[config.mk]
export PLATFORM = sky130hd
export DESIGN_NAME = apb_regbank
export DESIGN_NICKNAME = d
export VERILOG_FILES = /design/src/rtl/apb_regbank.sv
export SDC_FILE = /design/constraint.sdc
export NUM_CORES = 1
export LEC_CHECK = 0
export CAP_MARGIN = 10
export CORE_AREA = 2 2 436 438
export CTS_CLUSTER_DIAMETER = 80
export DETAILED_ROUTE_END_ITERATION = 7
export DIE_AREA = 0 0 438 440
export SLEW_MARGIN = 0
export SYNTH_ARGS = -nofsm -noshare
export SYNTH_HDL_FRONTEND = slang
export SYNTH_SLANG_ARGS = --single-unit
[constraint.sdc]
create_clock -name pclk -period 6 [get_ports pclk]
set_input_delay 1.2 -clock pclk [delete_from_list [all_inputs] [get_ports pclk]]
set_output_delay 1.2 -clock pclk [all_outputs]
set_load 0.01 [all_outputs]
[src/rtl/apb_regbank.sv]
// apb_regbank: APB slave register bank with byte strobes, programmable wait states,
// hardware-fed read-only registers and address/protection error responses.
module apb_regbank #(
    parameter int unsigned         DATA_WIDTH  = 32,
    parameter int unsigned         ADDR_WIDTH  = 32,
    parameter int unsigned         NUM_REGS    = 16,
    parameter int unsigned         WAIT_STATES = 0,
    parameter logic [NUM_REGS-1:0] RO_MASK     = '0,
    parameter bit                  PRIV_ONLY   = 1'b0
) (
    input  logic                           pclk,
    input  logic                           presetn,
    input  logic [ADDR_WIDTH-1:0]          paddr,
    input  logic [2:0]                     pprot,
    input  logic                           psel,
    input  logic                           penable,
    input  logic                           pwrite,
    input  logic [DATA_WIDTH-1:0]          pwdata,
    input  logic [DATA_WIDTH/8-1:0]        pstrb,
    output logic                           pready,
    output logic [DATA_WIDTH-1:0]          prdata,
    output logic                           pslverr,
    output logic [NUM_REGS*DATA_WIDTH-1:0] reg_out,
    input  logic [NUM_REGS*DATA_WIDTH-1:0] ro_in
);

    localparam int unsigned NBYTES = DATA_WIDTH / 8;
    localparam int unsigned ALSB   = (NBYTES > 1) ? $clog2(NBYTES) : 0;
    localparam int unsigned IDXW   = (NUM_REGS > 1) ? $clog2(NUM_REGS) : 1;
    localparam int unsigned SPAN   = NUM_REGS * NBYTES;
    localparam logic [ADDR_WIDTH-1:0] ALIGN_MASK = ADDR_WIDTH'((1 << ALSB) - 1);

    typedef enum logic [1:0] {
        S_IDLE,
        S_WAIT,
        S_RESP
    } state_t;

    state_t                r_state;
    logic [3:0]            r_cnt;
    logic [IDXW-1:0]       r_idx;
    logic                  r_write;
    logic [DATA_WIDTH-1:0] r_wdata;
    logic [NBYTES-1:0]     r_strb;
    logic                  r_err;
    logic                  r_pready;
    logic                  r_pslverr;
    logic                  r_rd_ok;
    logic [DATA_WIDTH-1:0] r_regs [NUM_REGS];

    logic [IDXW-1:0]       w_setup_idx;
    logic                  w_ro_hit;
    logic                  w_oob;
    logic                  w_misalign;
    logic                  w_setup_err;
    logic                  w_setup;
    logic                  w_commit;
    logic [DATA_WIDTH-1:0] w_rdata;
    logic                  w_unused;

    assign w_unused    = ^pprot[2:1];
    assign w_setup     = psel && !penable;
    assign w_setup_idx = paddr[ALSB +: IDXW];
    assign w_oob       = (64'(paddr) >= 64'(SPAN));
    assign w_misalign  = |(paddr & ALIGN_MASK);

    always_comb begin
        w_ro_hit = 1'b0;
        for (int unsigned i = 0; i < NUM_REGS; i++) begin
            if (w_setup_idx == IDXW'(i)) w_ro_hit = RO_MASK[i];
        end
    end

    // The error decision depends only on setup-phase values, so it is resolved at
    // capture time and pprot[0] is folded into r_err rather than stored separately.
    assign w_setup_err = w_oob || w_misalign || (pwrite && w_ro_hit) ||
                         (PRIV_ONLY && !pprot[0]);

    always_ff @(posedge pclk or negedge presetn) begin
        if (!presetn) begin
            r_state   <= S_IDLE;
            r_cnt     <= '0;
            r_idx     <= '0;
            r_write   <= 1'b0;
            r_wdata   <= '0;
            r_strb    <= '0;
            r_err     <= 1'b0;
            r_pready  <= 1'b0;
            r_pslverr <= 1'b0;
            r_rd_ok   <= 1'b0;
        end else begin
            r_pready  <= 1'b0;
            r_pslverr <= 1'b0;
            r_rd_ok   <= 1'b0;
            unique case (r_state)
                S_IDLE, S_RESP: begin
                    if (w_setup) begin
                        r_idx   <= w_setup_idx;
                        r_write <= pwrite;
                        r_wdata <= pwdata;
                        r_strb  <= pstrb;
                        r_err   <= w_setup_err;
                        r_cnt   <= 4'(WAIT_STATES);
                        if (WAIT_STATES == 0) begin
                            r_state   <= S_RESP;
                            r_pready  <= 1'b1;
                            r_pslverr <= w_setup_err;
                            r_rd_ok   <= !w_setup_err && !pwrite;
                        end else begin
                            r_state <= S_WAIT;
                        end
                    end else begin
                        r_state <= S_IDLE;
                        r_cnt   <= '0;
                    end
                end
                S_WAIT: begin
                    if (!psel) begin
                        r_state <= S_IDLE;
                        r_cnt   <= '0;
                    end else begin
                        r_cnt <= r_cnt - 4'd1;
                        if (r_cnt == 4'd1) begin
                            r_state   <= S_RESP;
                            r_pready  <= 1'b1;
                            r_pslverr <= r_err;
                            r_rd_ok   <= !r_err && !r_write;
                        end
                    end
                end
                default: r_state <= S_IDLE;
            endcase
        end
    end

    assign w_commit = (r_state == S_RESP) && psel && r_write && !r_err;

    always_ff @(posedge pclk or negedge presetn) begin
        if (!presetn) begin
            for (int unsigned i = 0; i < NUM_REGS; i++) r_regs[i] <= '0;
        end else if (w_commit) begin
            for (int unsigned i = 0; i < NUM_REGS; i++) begin
                if (r_idx == IDXW'(i) && !RO_MASK[i]) begin
                    for (int unsigned b = 0; b < NBYTES; b++) begin
                        if (r_strb[b]) r_regs[i][b*8 +: 8] <= r_wdata[b*8 +: 8];
                    end
                end
            end
        end
    end

    // Read data is muxed live from storage so a write committed on the edge that
    // starts a back-to-back read is already visible in that read's RESP cycle.
    always_comb begin
        w_rdata = '0;
        for (int unsigned i = 0; i < NUM_REGS; i++) begin
            if (r_idx == IDXW'(i)) begin
                w_rdata = RO_MASK[i] ? ro_in[i*DATA_WIDTH +: DATA_WIDTH] : r_regs[i];
            end
        end
    end

    always_comb begin
        for (int unsigned i = 0; i < NUM_REGS; i++) begin
            reg_out[i*DATA_WIDTH +: DATA_WIDTH] = r_regs[i];
        end
    end

    assign pready  = r_pready;
    assign pslverr = r_pslverr;
    assign prdata  = r_rd_ok ? w_rdata : '0;

endmodule
Word level (Yosys, flattened, before mapping)
Index checks and enable logic that the tools add are counted.
{"block": "totals", "register_bits": 563, "in_bits": 588, "out_inout_bits": 546, "elab_cells": 212}
{"block": "op_classes", "n_addsub": 1, "n_lt_le_gt_ge": 1, "n_eq_ne": 19, "n_mux": 35, "n_reduce_logical": 82}
{"cell": "32-bit two-way mux", "n": 17}
{"cell": "3-bit AND reduction", "n": 64}
{"cell": "4-bit equality test, second input constant", "n": 8}
{"cell": "32-bit by 7-bit >= comparator with 1-bit output, second input constant", "n": 1}
{"cell": "4-bit by 3-bit equality test with 1-bit output, second input constant", "n": 4}
{"cell": "1-bit two-way mux", "n": 9}
{"cell": "4-bit by 1-bit equality test with 1-bit output, second input constant", "n": 2}
{"cell": "4-bit by 2-bit equality test with 1-bit output, second input constant", "n": 2}
{"cell": "4-bit one-hot mux with 2 select lines", "n": 1}
{"cell": "1-bit logical AND", "n": 6}
{"cell": "2-bit two-way mux", "n": 3}
{"cell": "1-bit one-hot mux with 2 select lines", "n": 3}
{"cell": "1-bit logical NOT", "n": 5}
{"cell": "4-bit logical NOT", "n": 1}
{"cell": "4-bit two-way mux", "n": 1}
{"cell": "2-bit one-hot mux with 2 select lines", "n": 1}
{"cell": "2-bit OR reduction", "n": 2}
{"cell": "4-bit by 1-bit subtractor with 4-bit output, second input constant", "n": 1}
{"cell": "3-bit != test, second input constant", "n": 1}
{"cell": "2-bit by 1-bit equality test with 1-bit output, second input constant", "n": 1}
{"cell": "2-bit equality test, second input constant", "n": 1}
{"cell": "2-bit logical NOT", "n": 1}
{"cell": "2-bit AND reduction", "n": 1}
{"cell": "2-bit nonzero test", "n": 1}
{"cell": "1-bit logical OR", "n": 1}

Longest topological paths before layout
{"block": "depth", "ltp_word": 18, "mapped_depth": 9, "depth_no_buf": 5}

Worst setup path before layout
No wires, ideal clock.
{"block": "synth_timing", "path_type": "register to output", "from": "register r_idx[0]", "to": "output port prdata[19]", "arrival_time_ns": 1.734, "required_ns": 4.800, "path_slack_ns": 3.066, "path_stages_with_launch": 8, "n_path_buf": 2, "path_cell_list": "dfrtp_1 > buf_6 > buf_6 > mux4_2 > a2bb2oi_1 > nor2_1 > a2111oi_2 > a211oi_1"}
{"block": "synth_between", "elab_chain_cells": 18, "elab_cells_between_ends": 33, "cone_classes": "eq/ne: 15; mux: 17; reduce/logical: 1"}
{"element": "start, declared", "line": "41", "rtl": "logic [IDXW-1:0] r_idx;"}
{"element": "start signal, assigned", "line": "98", "rtl": "r_idx <= w_setup_idx;"}
{"element": "4-bit logical NOT", "line": "157", "rtl": "if (r_idx == IDXW'(i)) begin"}
{"element": "32-bit two-way mux (15 in series)", "line": "157"}
{"element": "32-bit two-way mux (*)", "line": "157"}
{"element": "32-bit two-way mux (*)", "line": "171", "rtl": "assign prdata = r_rd_ok ? w_rdata : '0;"}
{"element": "end, declared", "line": "21", "rtl": "output logic [DATA_WIDTH-1:0] prdata,"}
Mark *: on every way between the ends. The rest lies on a longest branch, timed or not.

Final worst setup path
{"block": "layout_timing", "from": "register r_idx[1]", "to": "output port prdata[16]"}
Same word-level chain as after synthesis.

==> flow_summary.ini <==
[grt]
grt_start_max_net_pins = 162
antenna_found_initial = 9
track_usage_pct = 16.4
grt_pass1_wl_um = 212000
grt_pass1_vias = 22200
overflow = 0

[routing]
viasPerCell = 4.18
drt_pass1_iterations = 5
routed_wl_um = 164000
avgRoutedWirePerCell_um = 30.6
vias = 22400
drc = 0
drt_iter0_drc = 1904
drtAntennaViolNets = 0

[placed_design]
placed_cell_area_um2 = 35700
gp_congestion = 0.856
place_ws_ps = 1000
place.port_buffers = 618
hpwl_um = 121000

[worst_setup_path]
reg2reg_to = reg_out[465]
cpMaxStageDelayCell = dfrtp_4
r2r-start = r_idx[2]
crit_fanout = 34
worstPathRequired_ps = 4800
path_class = flip-flop to primary output
reg2reg_depth = 6
crit_chain = and2_1 -> buf_4 -> a21oi_1 -> o211ai_1 -> a22oi_1 -> a211oi_1 -> clkdlybuf4s50_1
r2r_setup_slack_ps = 1880
arrival_ps = 4470
cpPeakStageDelay_ps = 910
endpoint_kind = primary output
worst_setup_path_start_kind = flip-flop

[hold_path]
holdPathStages = 1
hp-class = flip-flop to flip-flop
holdPathEnd = r_err
min-delay-start = r_err

[cells_and_area]
num-fill-cells = 20500
final_area_um2 = 38100
nets = 3372
drive_above_1_share_pct = 28.7
area_growth_pct = 44.4

[synthesis]
synth.most_common_cell = dfrtp_1
synth_top_cell_area_share_pct = 52.8
synth_area_um2 = 26400
synth_area_leaders = dfrtp_1, mux2_2, nand2_1
synth_commonest_cells = dfrtp_1, mux2_2, nand2_1, a21oi_1, o21ai_0
ys_seq_area_share_pct = 52.8
avgSynthCellArea_um2 = 12.1
async_flop_share_pct = 100
synth_cell_types = 68
synth.yosys.warnings = 0
synth_edf_count = 0
yosys.area.top_type = dfrtp_1
yosys_most_used_dff = dfrtp_1
synth_nets = 2767
yosys_register_bits = 557
syn_inst = 2179

[die]
die_y_um = 440
pin_count = 1134
die-area_um2 = 193000
fp-row-count = 160
die_w_um = 438
start_util_pct = 14.0
fp.coreArea_um2 = 189000

[power]
powerDensity_nw_per_um2 = 263
ir_worst_vdd_mv = 0.197
leakage_uw = 0.0163
p_total_uw = 10000

[sta]
drv_slew = 0
worst-slew-pin-transition_ps = 1050
rsz0062_at_grt = false
hold_violations = 0
setup_tns_ps = 0
setup_viol = 0
timing.hold.ws_ps = 469
skew_ps = 27.6
fmax_ghz = 0.176
setup_ws_ps = 329
maxSlewHeadroom_pct = 29.6
fin_crit_ps = 5670
finalCritPeriodShare_pct = 94.5

[cts]
postCtsSetupBuffers = 0
htreeDepth = 3
cts_resized = 0
clock-sinks = 557
cts_tree = yes
cts_buffers = 69
cts_hold_buffers = 0
cts_root_buf = clkbuf_16
cts.path.max_buffers = 3
path_clk_slew_ps = 60
clk_latency_ps = 690

[status]
run_status = finished clean

[job]
cap_viol_max_count = 0
[per-stage QoR]
| stage | std cells | util [%] |
|---|---|---|
| detailed placement | 5224 | 18.9 |
| finish | 5347 | 20.2 |
| floorplan | 2179 | - |
| global placement | 5224 | 18.9 |
| global route | 5346 | 20.2 |
| CTS | 5345 | 20.2 |
[routing by layer]
metal	GRT usage [%]	part of all wire, %	vias up
met3	3.76	6.2	342
met4	11.1	7.9	0
met2	27.9	49	1030
met5	0	0	-
li1	-	-	9220
met1	18.2	37	11800
[report_power, final]
group	internal, uW	switching, uW	total, uW
logic	470	988	1460
registers	3860	278	4140
clock network	2580	1830	4410
[state kept, by name, summed over array words and instances (netlist names)]
name	count
r_strb	4
r_wdata	32
pslverr	1
reg_out	512
r_rd_ok	1
r_write	1
r_err	1
r_idx	4
r_state	1
[worst max-delay path: cells and delay by family (launching register included)]
kind,cells,cell delay [ps]
AND/OR/NAND/NOR,1,780
flip-flops,1,910
buffers and inverters,2,980
AO/OA/AOI/OAI,4,1000
[how the worst max path moves through the flow]
stage | slack [ps] | cells past startpoint | to | startpoint
2_1_floorplan | 3070 | 7 | prdata[19] | r_idx[0]
4_1_cts | 250 | 7 | prdata[19] | r_idx[1]
6_report | 330 | 7 | prdata[16] | r_idx[1]
3_5_place_dp | 1000 | 7 | prdata[19] | r_idx[1]
5_1_grt | 200 | 7 | prdata[19] | r_idx[1]
3_3_place_gp | 1000 | 7 | prdata[19] | r_idx[1]
[layout make-up]
type	instances	area [um2]	share of cell area (%)
antenna	2	5.00	0.0131
clock buffer	97	2010	5.29
clock inverter	24	348	0.913
inverter	5	21.3	0.0559
multi-input combinational	1459	11800	30.9
sequential	557	14000	36.6
tap	2511	3140	8.25
timing repair buffer	692	6830	17.9
[cell usage in the layout, fill, tap and decap left out, types with 9 or more instances in the layout]
| master | n |
|---|---|
| mux2i_1 | 39 |
| a211oi_1 | 23 |
| nor3_1 | 16 |
| mux4_2 | 14 |
| a22oi_1 | 29 |
| clkbuf_8 | 16 |
| nor2_1 | 59 |
| clkbuf_1 | 11 |
| clkbuf_16 | 70 |
| dfrtp_1 | 552 |
| o221ai_1 | 19 |
| clkinv_2 | 10 |
| o22ai_1 | 21 |
| a221oi_1 | 15 |
| mux2_2 | 532 |
| a2bb2oi_1 | 12 |
| o211ai_1 | 10 |
| a31oi_1 | 10 |
| nand3_2 | 20 |
| nor2b_1 | 14 |
| nand2_1 | 238 |
| nand2_2 | 10 |
| a21oi_1 | 103 |
| nand3_1 | 20 |
| buf_4 | 69 |
| clkdlybuf4s50_1 | 615 |
| nand2b_1 | 12 |
| nor4_1 | 9 |
| o21ai_0 | 86 |
[cells by family (layout without fill, tap and decap cells)]
family                 Yosys count  after routing  share of synthesized area (%)
AOI/OAI and AO/OA              416            416                           10.5
buffers and inverters          163            818                           3.04
DFF                            557            557                           52.8
muxes                          587            587                           25.5
other                            0              2                              0
and+or+nand+nor                456            456                           8.18
Note: power is estimated with default switching activity, not from simulation.
